### src/rtl/counter_pkg.sv
// Shared definitions for the synchronous up/down counter: mode constants,
// the width limit, and the width-safe next-value function.
package counter_pkg;

  localparam int CNT_MAX_W = 16;

  localparam bit CNT_WRAP = 1'b0;
  localparam bit CNT_SAT  = 1'b1;

  // One bit wider than the widest counter, so MODULUS = 2**WIDTH is representable.
  typedef logic [CNT_MAX_W:0] cnt_ext_t;

  typedef struct packed {
    cnt_ext_t nxt;
    logic     wrap;
  } cnt_step_t;

  function automatic cnt_step_t cnt_next(cnt_ext_t q, logic up, logic en,
                                         cnt_ext_t modulus, logic sat);
    cnt_step_t r;
    r.nxt  = q;
    r.wrap = 1'b0;
    if (en) begin
      if (up) begin
        if (q + 17'd1 < modulus) begin
          r.nxt = q + 17'd1;
        end else if (sat == CNT_WRAP) begin
          r.nxt  = '0;
          r.wrap = 1'b1;
        end
      end else begin
        if (q != '0) begin
          r.nxt = q - 17'd1;
        end else if (sat == CNT_WRAP) begin
          r.nxt  = modulus - 17'd1;
          r.wrap = 1'b1;
        end
      end
    end
    return r;
  endfunction

endpackage

### src/rtl/counter_next_state.sv
// Combinational next-count and wrap-flag generator; holds Q when En is low.
module counter_next_state
  import counter_pkg::*;
#(
  parameter int WIDTH    = 3,
  parameter int MODULUS  = 2 ** WIDTH,
  parameter int SATURATE = CNT_WRAP
) (
  input  logic [WIDTH-1:0] q,
  input  logic             up,
  input  logic             en,
  output logic [WIDTH-1:0] q_next,
  output logic             wrap
);

  localparam cnt_ext_t MOD_X = cnt_ext_t'(MODULUS);

  cnt_step_t step;
  logic      unused_hi;

  always_comb begin
    step   = cnt_next(cnt_ext_t'(q), up, en, MOD_X, SATURATE == CNT_SAT);
    q_next = step.nxt[WIDTH-1:0];
    wrap   = step.wrap;
  end

  // Upper bits are always zero because the result stays below MODULUS.
  assign unused_hi = ^step.nxt[CNT_MAX_W:WIDTH];

endmodule

### src/rtl/sync_updown_counter.sv
// Parametrised synchronous up/down counter with load, saturate/wrap mode,
// combinational terminal count for cascading, and a registered wrap pulse.
module sync_updown_counter
  import counter_pkg::*;
#(
  parameter int WIDTH    = 3,
  parameter int MODULUS  = 2 ** WIDTH,
  parameter int SATURATE = CNT_WRAP
) (
  input  logic             Clk,
  input  logic             Reset,
  input  logic             En,
  input  logic             Up,
  input  logic             Load,
  input  logic [WIDTH-1:0] LoadVal,
  output logic [WIDTH-1:0] Q,
  output logic             TC,
  output logic             Wrap
);

  if (WIDTH < 1 || WIDTH > CNT_MAX_W) begin : g_bad_width
    $error("sync_updown_counter: WIDTH must be within 1..%0d", CNT_MAX_W);
  end
  if (MODULUS < 2 || MODULUS > 2 ** WIDTH) begin : g_bad_modulus
    $error("sync_updown_counter: MODULUS must be within 2..2**WIDTH");
  end
  if (SATURATE != int'(CNT_WRAP) && SATURATE != int'(CNT_SAT)) begin : g_bad_mode
    $error("sync_updown_counter: SATURATE must be 0 or 1");
  end

  localparam cnt_ext_t         MOD_X = cnt_ext_t'(MODULUS);
  localparam logic [WIDTH-1:0] LAST  = WIDTH'(MODULUS - 1);

  logic [WIDTH-1:0] q_next;
  logic             wrap_next;
  logic [WIDTH-1:0] load_q;

  counter_next_state #(
    .WIDTH   (WIDTH),
    .MODULUS (MODULUS),
    .SATURATE(SATURATE)
  ) u_next (
    .q     (Q),
    .up    (Up),
    .en    (En),
    .q_next(q_next),
    .wrap  (wrap_next)
  );

  // Out-of-range load values clamp to the top of the count range.
  always_comb begin
    load_q = (cnt_ext_t'(LoadVal) < MOD_X) ? LoadVal : LAST;
  end

  always_ff @(posedge Clk) begin
    if (Reset) begin
      Q    <= '0;
      Wrap <= 1'b0;
    end else if (Load) begin
      Q    <= load_q;
      Wrap <= 1'b0;
    end else begin
      Q    <= q_next;
      Wrap <= wrap_next;
    end
  end

  assign TC = En & (Up ? (Q == LAST) : (Q == '0));

endmodule

### config.mk
export PLATFORM = sky130hd
export DESIGN_NAME = sync_updown_counter
export DESIGN_NICKNAME = d
export VERILOG_FILES = /design/src/rtl/counter_pkg.sv /design/src/rtl/counter_next_state.sv /design/src/rtl/sync_updown_counter.sv
export SDC_FILE = /design/constraint.sdc
export NUM_CORES = 1
export LEC_CHECK = 0
export BUFFER_PORTS_ARGS = -buffer_cell sky130_fd_sc_hd__buf_2
export CORE_AREA = 2 2 39 41
export CTS_BUF_LIST = sky130_fd_sc_hd__clkbuf_8 sky130_fd_sc_hd__clkbuf_16
export CTS_CLUSTER_DIAMETER = 200
export DETAILED_ROUTE_END_ITERATION = 10
export DIE_AREA = 0 0 41 43
export GPL_TIMING_DRIVEN = 0
export SYNTH_ARGS = -nofsm -noshare
export SYNTH_HDL_FRONTEND = slang
export SYNTH_SLANG_ARGS = --single-unit
### constraint.sdc
create_clock -name Clk -period 3.3 [get_ports Clk]
set_clock_uncertainty 0.05 [all_clocks]
set_input_delay 0.165 -clock Clk [delete_from_list [all_inputs] [get_ports Clk]]
set_output_delay 0.165 -clock Clk [all_outputs]
set_load 0.1 [all_outputs]
-- After elaboration in Yosys (flattened, before gate mapping)
Index checks and enable logic that the tools add are counted.
- bits in registers: 4
- input port bits: 8
- output and inout bits: 5
- add/subtract/negate cells: 2
- magnitude comparators: 1
- eq/ne operators: 1
- muxes and demuxes: 8
- bitwise operators: 2
- reductions and logical operators: 4
- operator list (kind ; number):
    3-bit two-way mux ; 3
    4-bit two-way mux ; 2
    3-bit by 1-bit adder with 4-bit output (second input constant) ; 1
    4-bit less-than comparator (second input constant) ; 1
    3-bit equality test (second input constant) ; 1
    3-bit logical NOT ; 1
    1-bit two-way mux ; 3
    3-bit nonzero test ; 1
    3-bit OR reduction ; 1
    3-bit by 1-bit subtractor with 3-bit output (second input constant) ; 1
    2-bit nonzero test ; 1
    1-bit AND ; 1
    1-bit NOT ; 1

-- Depth between registers and ports, before layout
Gate-level depths: netlist of run 1.
- word-level depth: 6
- mapped depth: 5

-- By module
From an unflattened synthesis of run 1, not the netlist that was laid out.
- cell total of the unflattened synthesis: 36
- area total of the unflattened synthesis: 312.8 µm²
- modules (own cells, without submodules) (module ; instances ; cells an instance ; area each (µm²)):
    counter_next_state ; 1 ; 22 ; 162.7
    sync_updown_counter ; 1 ; 14 ; 150.1

-- Least setup slack after synthesis of run 1
OpenSTA, ideal clock, no wires.
- path kind: reg-to-output
- start: register Q[0]
- end: output port TC
- arrival time: 2960 ps
- data required time: 3085 ps
- slack: 125 ps
- stages on the path, launching flop included: 5
- path buffers: 0
- path through: dfxtp_1 -> ha_1 -> ha_1 -> nand2_1 -> a21oi_1
- cells in the longest elaborated chain, start to end: 3
- elaborated cells on any way between the ends: 4
- RTL lines (item ; line ; text):
    from (decl) ; sync_updown_counter.sv:16 ; output logic [WIDTH-1:0] Q,
    from (signal assigned) ; sync_updown_counter.sv:60 ; Q <= load_q;
    from (signal assigned) ; sync_updown_counter.sv:63 ; Q <= q_next;
    3-bit equality test / 3-bit logical NOT (equally long branches) ; sync_updown_counter.sv:68 ; assign TC = En & (Up ? (Q == LAST) : (Q == '0));
    1-bit two-way mux * ; sync_updown_counter.sv:68 ;
    1-bit AND * ; sync_updown_counter.sv:68 ;
    to (decl) ; sync_updown_counter.sv:17 ; output logic TC,
Mark *: on every way between the ends. The rest lies on a longest branch, timed or not.

-- Worst setup path in the final report of run 1
Same ends and word-level chain as after synthesis.

==> run_results.csv, run 1 <==
group,metric,value,unit
sta,finalHoldViolCount,0,
pwr,power.ir.vdd_worst,0.200,mV
critical_path,slowest_stage,"buf_2",
routing,drc,0,
critical_path,cp-endpoint,"TC",
finish,utilization,31.5,%
clock_tree,clock_path_buffers,2,
place,hpwl,529,um
synthesis,synth_top_area_share,24.7,%
sta,fin_setup_tns,0,ns
synthesis,synthTopCellsByCount,"4 x a21oi_1, 4 x dfxtp_1, 4 x ha_1",
finish,syn2layout_area_growth,34.4,%
outcome,status,"finished, final reports clean",
pwr,power.leakage,0.199,nW
worst_hold_path,holdCritPathClass,"in2reg",
synthesis,synthDistinctLibCells,22,
routing,dr_wl_met2,289,um
finish,diodes,0,
critical_path,crit-reg2reg-capture,"Q[2]",
routing,vias,305,
sta,period_share,61.2,%
synthesis,syn-num-nets,48,
sta,finalCriticalPeriod,2.02,ns
finish,fillCellCount,161,
sta,report.final.setup_viol,0,
critical_path,timing.critical_path.from,"Q[0]",
finish,register_area,80.1,um^2
floorplanning,rows,14,
synthesis,synthArstFlopShare,0,%
floorplanning,die_height,43,um
synthesis,yosysTopAreaCell,"dfxtp_1",
critical_path,arrival,1.80,ns
clock_tree,htreeDepth,1,
sta,worst_slew_pin_slew,0.489,ns
clock_tree,ctsHoldBuffers,0,
critical_path,cp_max_fo,7,
routing,post_drt_via_cell_ratio,4.69,
routing,highest_layer,"met3",
synthesis,netlist_area,324,um^2
global_routing,grt_pass1_wl,1120,um
place,gp_congestion,0.683,
clock_tree,clkLatencyLatePin,0.22,ns
place,io_buffers,10,
global_routing,grt_start_max_net_pins,10,
sta,relSlewSlack,67.6,%
routing,avgRoutedWirePerCell,9.88,um
sta,timing.final.max_slew_violations,0,
routing,drt-total-wl,642,um
clock_tree,clock-sinks,4,
floorplanning,chipWidth,41,um
critical_path,reg2regPathDepth,5,
global_routing,antenna_found_initial,0,
clock_tree,numCtsBuffers,3,
critical_path,worstSetupPathType,"reg2out",
global_routing,overflow,0,
clock_tree,cts_setup_buffers,0,
routing,wl_met3,54,um
synthesis,synth_top_flop_cell,"dfxtp_1",
synthesis,synthTopCellsByArea,"dfxtp_1 25%, ha_1 15%, a21oi_1 6.2%",
routing,ant_nets,0,
clock_tree,path_clk_slew,0.03,ns
sta,rsz0062_at_grt,"false",
critical_path,cp.required,3.08,ns
clock_tree,clockRootBuffer,"clkbuf_8",
critical_path,endpoint_kind,"output port",
critical_path,path_cells,"inv_1 > ha_1 > or3b_1 > a21oi_1 > buf_2",
job,drv_cap,0,
routing,drt-initial-drc-count,3,
clock_tree,cts_tree,"built",
global_routing,grt_use_total,10.1,%
finish,multi_input_area,214,um^2
routing,drt-met1-wl,297,um
synthesis,syn_avg_cell_area,9.00,um^2
floorplanning,io_pins,13,
synthesis,synth_cells,36,
finish,nets,63,
synthesis,synth_edf_count,0,
routing,dr.pass1.iters,2,
global_routing,grt_pass1_vias,256,
synthesis,synth_seq_cells,4,
synthesis,ys_warn_count,0,
finish,layout-drive-gt1-share,36.7,%
clock_tree,cts_resized,0,
floorplanning,dieArea,1760,um^2
sta,holdWs,0.117,ns
critical_path,slowest_delay,0.44,ns
synthesis,seq_area_frac_synth,24.7,%
floorplanning,start_util,23.4,%
floorplanning,coreArea,1380,um^2
critical_path,critPathLaunchType,"flop",
sta,fmax,496,MHz
critical_path,rrSetupSlack,1.50,ns
pwr,power_per_cell_area,514,nW/um^2
critical_path,r2r-start,"Q[0]",
==> placed cells by master (no fill, tap or decap), types with 2 or more instances in the layout <==
| master | Yosys | routed |
|---|---|---|
| ha_1 | 4 | 4 |
| dfxtp_1 | 4 | 4 |
| buf_2 | 0 | 10 |
| nand2_1 | 3 | 3 |
| inv_1 | 3 | 3 |
| clkbuf_8 | 0 | 3 |
| a221oi_1 | 2 | 2 |
| a21oi_1 | 4 | 4 |
==> state kept, by name (all words and copies together) (netlist names) <==
| signal | count |
|---|---|
| Wrap | 1 |
| Q | 3 |
==> metal layers <==
metal / up-vias / global-route usage [%]
met2: 9 / 12.2
met4: 0 / 4.00
met5: - / 0
met1: 133 / 12.2
li1: 163 / -
met3: 0 / 9.42
==> worst max-delay path, delay by kind of cell (launching register included) <==
family                     cells  cell delay (ns)
AOI/OAI and AO/OA              1             0.13
buffers and inverters          2             0.54
and+or+nand+nor                1             0.40
DFF                            1             0.35
adders and majority gates      1             0.16
==> logic make-up after synthesis <==
logic type	count (synthesis)	synth area share [%]
AO/OA/AOI/OAI	10	24.3
XOR/XNOR	1	2.70
adder cells (fa/ha/maj)	4	15.4
buffers and inverters	6	9.26
flip-flops	4	24.7
AND/OR/NAND/NOR	11	23.6
==> layout make-up <==
| type | count | share of cell area (%) |
|---|---|---|
| inverter | 4 | 3.45 |
| timing repair buffer | 10 | 11.5 |
| tap | 16 | 4.60 |
| sequential | 4 | 18.4 |
| multi-input combinational | 26 | 49.1 |
| clock buffer | 3 | 9.48 |
| buffer | 2 | 3.45 |
==> how the worst min path moves through the flow <==
stage / from / endpoint / slack (ns) / cells past startpoint
after floorplan: Reset / Q[2] / 0.18 / 1
after global placement: Reset / Q[2] / 0.34 / 2
after detailed placement: Reset / Q[2] / 0.34 / 2
after CTS: Reset / Q[2] / 0.11 / 2
after global routing: Reset / Q[2] / 0.12 / 2
final: Reset / Q[2] / 0.12 / 2
==> power by group <==
| group | switching (mW) | internal, mW | total [mW] |
|---|---|---|---|
| clock | 0.0232 | 0.0775 | 0.101 |
| sequential | 0.00506 | 0.0520 | 0.0571 |
| combinational | 0.0461 | 0.0200 | 0.0661 |
| total | 0.0743 | 0.150 | 0.224 |
==> through the flow <==
step                power [mW]  instances  setup WS (ns)  cell area, um^2
floorplan                0.111         36          0.125              324
global placement         0.124         62           1.49              394
detailed placement       0.125         62           1.50              394
CTS                      0.228         65           1.27              435
global route             0.237         65           1.18              435
finish                   0.224         65           1.28              435
No activity file was read; power rests on OpenSTA's default activity.
==> inputs of run 2 (changes only) <==
--- a/config.mk
+++ b/config.mk
@@ -5,6 +5,7 @@
 export SDC_FILE = /design/constraint.sdc
 export NUM_CORES = 1
 export LEC_CHECK = 0
+export ABC_AREA = 1
 export BUFFER_PORTS_ARGS = -buffer_cell sky130_fd_sc_hd__buf_2
 export CORE_AREA = 2 2 39 41
 export CTS_BUF_LIST = sky130_fd_sc_hd__clkbuf_8 sky130_fd_sc_hd__clkbuf_16
==> constraint.sdc (replaced) <==
create_clock -name Clk -period 2 [get_ports Clk]
set_clock_uncertainty 0.05 [all_clocks]
set_input_delay 0.1 -clock Clk [delete_from_list [all_inputs] [get_ports Clk]]
set_output_delay 0.1 -clock Clk [all_outputs]
set_load 0.1 [all_outputs]
==> run_results.csv, run 2 <==
group,metric,value,unit
clock_tree,htreeDepth,1,
synthesis,synth_cells,41,
routing,ant_nets,0,
routing,vias,311,
synthesis,seq_area_frac_synth,25.7,%
floorplanning,io_pins,13,
critical_path,worstSetupPathType,"reg2out",
pwr,power_per_cell_area,834,nW/um^2
routing,dr_wl_met2,335,um
sta,relSlewSlack,68.0,%
synthesis,ys_warn_count,0,
critical_path,path_common_cell,"ha_1",
outcome,status,"finished, final reports clean",
global_routing,grt_pass1_wl,1070,um
synthesis,synth_edf_count,0,
pwr,power.ir.vdd_worst,0.180,mV
synthesis,yosysTopAreaCell,"dfxtp_1",
sta,finalHoldViolCount,0,
finish,final_common_cell,"buf_2",
routing,drc,0,
sta,holdWs,0.0164,ns
pwr,clockPowerShare,46.4,%
synthesis,synthArstFlopShare,0,%
synthesis,netlist_area,312,um^2
critical_path,cp_max_fo,6,
critical_path,cp_num_buf_inv,2,
synthesis,synthDistinctLibCells,18,
synthesis,synth_seq_cells,4,
critical_path,rrSetupSlack,0.72,ns
critical_path,slowest_stage,"buf_2",
critical_path,cp-endpoint,"TC",
floorplanning,dieArea,1760,um^2
routing,drt-met1-wl,308,um
critical_path,critPathLaunchType,"flop",
place,io_buffers,12,
global_routing,grt_pass1_vias,282,
floorplanning,coreArea,1380,um^2
critical_path,r2r-start,"Q[0]",
clock_tree,cts_setup_buffers,0,
place,place_ws,0.474,ns
place,gp_congestion,0.713,
routing,wl_met3,22,um
global_routing,antenna_found_initial,0,
clock_tree,clkLatencyLatePin,0.22,ns
finish,top_regs,"Q x3, Wrap x1",
pwr,switchingPower,0.137,mW
finish,largest_reg_flops,3,
critical_path,cpLargestDelayFamily,"buffers and inverters",
synthesis,synthTopCellsByArea,"dfxtp_1 26%, ha_1 16%, nand2_1 13%",
finish,fillCellCount,144,
critical_path,crit-reg2reg-capture,"Q[2]",
synthesis,synth_top_area_share,25.7,%
clock_tree,clock_path_buffers,2,
routing,drt-total-wl,681,um
routing,post_drt_via_cell_ratio,4.26,
clock_tree,clock-sinks,4,
synthesis,syn_avg_cell_area,7.60,um^2
sta,fmax,574,MHz
finish,largest_register,"Q",
pwr,seq_power_share,24.3,%
routing,highest_layer,"met4",
synthesis,yosysMostFrequentCell,"nand2_1",
sta,rsz0062_at_grt,"false",
routing,avgRoutedWirePerCell,9.33,um
sta,fin_setup_tns,0,ns
synthesis,synth_top_flop_cell,"dfxtp_1",
synthesis,synthTopCellsByCount,"11 x nand2_1, 5 x inv_1, 4 x dfxtp_1, 4 x ha_1",
pwr,intPower,0.247,mW
critical_path,endpoint_kind,"output port",
global_routing,grt_start_max_net_pins,7,
finish,layout-drive-gt1-share,47.4,%
floorplanning,die_height,43,um
global_routing,overflow,0,
finish,multi_input_area,218,um^2
finish,syn2layout_area_growth,47.8,%
routing,drt-initial-drc-count,2,
sta,finalCriticalPeriod,1.74,ns
floorplanning,rows,14,
synthesis,syn-num-nets,53,
pwr,power.leakage,0.221,nW
sta,report.final.setup_viol,0,
finish,final_cell_mix,"12 x buf_2, 11 x nand2_1, 6 x inv_1",
critical_path,timing.critical_path.from,"Q[0]",
sta,timing.final.max_slew_violations,0,
routing,dr.pass1.iters,4,
finish,diodes,0,
critical_path,arrival,1.59,ns
critical_path,cp.required,1.85,ns
clock_tree,path_clk_slew,0.03,ns
finish,nets,70,
floorplanning,chipWidth,41,um
floorplanning,start_util,22.5,%
sta,layout_setup_ws,0.259,ns
worst_hold_path,holdCritPathClass,"in2reg",
sta,worst_slew_pin_slew,0.483,ns
critical_path,path_cells,"ha_1 > ha_1 > inv_1 > a211oi_4 > buf_2",
critical_path,slowest_delay,0.45,ns
pwr,combinationalPowerShare,29.3,%
job,drv_cap,0,
clock_tree,cts_resized,0,
clock_tree,ctsHoldBuffers,0,
finish,register_area,91.3,um^2
pwr,p_sw_share,35.7,%
sta,period_share,87.1,%
clock_tree,clockRootBuffer,"clkbuf_8",
critical_path,cp.depth,5,
critical_path,reg2regPathDepth,6,
clock_tree,cts_tree,"built",
global_routing,grt_use_total,9.51,%
clock_tree,numCtsBuffers,3,
[run 2: changes by cell type in the layout (fill, tap and decap cells not counted), sizes merged, moves of 2 or more]
| cell | change |
|---|---|
| nand2 | +9 |
| a22oi | +2 |
| a211oi | +2 |
| nor2 | +2 |
| a221oi | -3 |
| inv | +4 |
[run 2: worst min-delay path by stage]
stage,slack (ns),end,cells after the start,startpoint
6_report,0.02,Q[2],2,Reset
5_1_grt,0.02,Q[2],2,Reset
4_1_cts,0.01,Q[2],2,Reset
3_5_place_dp,0.25,Q[2],2,Reset
3_3_place_gp,0.25,Q[2],2,Reset
2_1_floorplan,0.10,Q[2],1,Reset
[run 2: stage by stage]
step	total power [mW]	utilization [%]	area, um^2	instances
6_report	0.384	33.3	460	73
5_1_grt	0.402	33.3	460	73
4_1_cts	0.393	33.3	460	73
3_5_place_dp	0.208	30.0	415	69
3_3_place_gp	0.207	30.0	415	69
2_1_floorplan	0.182	-	335	41
[run 2: area by class of cell]
type / instances / area share [%]
clock buffers: 3 / 8.97
clock inverters: 1 / 0.815
inverters: 7 / 5.71
multi-input cells: 30 / 47.3
flip-flops and latches: 4 / 19.8
well taps: 16 / 4.35
repair buffers: 12 / 13.0
[run 2: kinds of logic (layout without fill, tap and decap cells)]
group,Yosys count,count (layout),synth area share (%)
adders and majority gates,4,4,16.1
DFF,4,4,25.7
and+or+nand+nor,16,16,24.9
buffers and inverters,7,23,8.44
AOI/OAI and AO/OA,9,9,22.1
xor gates and xnor gates,1,1,2.81
[run 2: power by group through the flow]
| stage | Clock (mW) | Sequential (mW) | Combinational (mW) |
|---|---|---|---|
| after floorplan | 0 | 0.129 | 0.0526 |
| after detailed placement | 0 | 0.0941 | 0.114 |
| after CTS | 0.186 | 0.0930 | 0.114 |
| after global routing | 0.185 | 0.0946 | 0.122 |
| after global placement | 0 | 0.0945 | 0.113 |
| final | 0.178 | 0.0931 | 0.113 |
[run 2: routing by layer]
metal  global-route usage, %  vias up
li1                        -      166
met1                    11.8      135
met2                    12.5        8
met3                    1.57        2
met4                    10.0        0
met5                       0        -
==> inputs of run 3 (changes only) <==
--- a/config.mk
+++ b/config.mk
@@ -13,6 +13,7 @@
 export DETAILED_ROUTE_END_ITERATION = 10
 export DIE_AREA = 0 0 41 43
 export GPL_TIMING_DRIVEN = 0
+export REMOVE_ABC_BUFFERS = 1
 export SYNTH_ARGS = -nofsm -noshare
 export SYNTH_HDL_FRONTEND = slang
 export SYNTH_SLANG_ARGS = --single-unit
==> run_results.csv, run 3 (synthesis gave the netlist of run 2 again) <==
group,metric,value,unit
outcome,status,"finished, final reports clean",
global_routing,grt_pass1_vias,302,
routing,drc,0,
pwr,p_sw_share,33.6,%
place,place_area,392,um^2
critical_path,path_cells,"ha_1 > ha_1 > inv_1 > a211oi_1 > buf_2",
floorplanning,coreArea,1380,um^2
floorplanning,dieArea,1760,um^2
job,drv_cap,0,
finish,final_common_cell,"buf_2",
sta,relSlewSlack,68.0,%
finish,layout-drive-gt1-share,41.1,%
finish,finalNonFillerCells,72,
finish,final_cell_mix,"12 x buf_2, 11 x nand2_1, 5 x inv_1",
global_routing,overflow,0,
pwr,combinationalPowerShare,29.9,%
floorplanning,chipWidth,41,um
clock_tree,clkLatencyLatePin,0.21,ns
finish,utilization,31.3,%
critical_path,cp_num_buf_inv,2,
place,io_buffers,12,
clock_tree,cts_tree,"built",
sta,worst_slew_pin_slew,0.484,ns
sta,layout_setup_ws,0.215,ns
place,gp_congestion,0.772,
global_routing,antenna_found_initial,0,
critical_path,reg2regPathDepth,5,
place,place_inst,69,
critical_path,slowest_stage,"buf_2",
critical_path,critPathLaunchType,"flop",
global_routing,grt_start_max_net_pins,7,
floorplanning,start_util,22.5,%
critical_path,path_common_cell,"ha_1",
sta,finalCriticalPeriod,1.78,ns
critical_path,cpLargestDelayFamily,"buffers and inverters",
clock_tree,clock_path_buffers,2,
finish,syn2layout_area_growth,39.0,%
place,place_ws,0.406,ns
routing,ant_nets,0,
finish,stdcell_area,433,um^2
clock_tree,ctsHoldBuffers,0,
clock_tree,htreeDepth,1,
routing,drt-total-wl,656,um
clock_tree,cts_setup_buffers,0,
sta,fmax,560,MHz
global_routing,grt_pass1_wl,1100,um
finish,nets,70,
sta,period_share,89.2,%
pwr,power.ir.vdd_worst,0.389,mV
routing,avgRoutedWirePerCell,9.11,um
pwr,power_per_cell_area,843,nW/um^2
pwr,seq_power_share,25.7,%
sta,finalHoldViolCount,0,
critical_path,cp.required,1.85,ns
routing,dr.pass1.iters,4,
critical_path,slowest_delay,0.46,ns
critical_path,cp_max_fo,6,
finish,largest_reg_flops,3,
pwr,intPower,0.242,mW
global_routing,grt_use_total,8.82,%
sta,holdWs,0.0439,ns
clock_tree,numCtsBuffers,3,
worst_hold_path,holdCritPathClass,"in2reg",
sta,rsz0062_at_grt,"false",
critical_path,worstSetupPathType,"reg2out",
critical_path,cp.depth,5,
pwr,power.leakage,0.212,nW
clock_tree,path_clk_slew,0.03,ns
clock_tree,clock-sinks,4,
sta,fin_setup_tns,0,ns
routing,drt-initial-drc-count,3,
place,hpwl,530,um
pwr,clockPowerShare,44.4,%
floorplanning,io_pins,13,
clock_tree,clockRootBuffer,"clkbuf_8",
routing,post_drt_via_cell_ratio,4.40,
worst_hold_path,hold_depth,2,
sta,report.final.setup_viol,0,
sta,timing.final.max_slew_violations,0,
critical_path,endpoint_kind,"output port",
routing,vias,317,
pwr,switchingPower,0.123,mW
critical_path,arrival,1.63,ns
pwr,power,0.365,mW
clock_tree,cts_resized,0,
floorplanning,die_height,43,um
floorplanning,rows,14,
finish,top_regs,"Q x3, Wrap x1",
finish,diodes,0,
finish,largest_register,"Q",
run 3: routing by layer:
layer	vias to the layer above	wire length (um)	GRT usage (%)
met5	-	0	0
met2	5	336	13.8
met4	0	0	2.00
met1	147	303	12.1
met3	0	16	1.57
li1	165	-	-
run 3: final cells by class:
class / instances / area, um^2
inverters: 7 / 26.3
repair buffers: 12 / 60.1
well taps: 16 / 20.0
clock buffers: 3 / 41.3
multi-input cells: 30 / 205
fillers: 154 / 951
flip-flops and latches: 4 / 80.1
run 3: worst register-to-register path, stage by stage (launching register included):
cell and delay [ns]:
dfxtp_1 0.42, inv_1 0.09, ha_1 0.31, xnor2_1 0.17
nand2_1 0.08, a31oi_1 0.13
run 3: power groups by stage:
stage                     Sequential [mW]  Combinational [mW]  Clock, mW
final                              0.0936               0.109      0.162
after floorplan                     0.130              0.0499          0
after detailed placement           0.0949               0.110          0
after CTS                          0.0938               0.110      0.166
after global placement             0.0948               0.109          0
after global routing               0.0947               0.118      0.172
run 3: final timing paths:
kind / from / endpoint / slack [ns]
min: Reset / Q[2] / 0.04
max: Q[0] / TC / 0.22
max reg2reg: Q[0] / Q[1] / 0.68
min reg2reg: Q[1] / Q[1] / 0.51
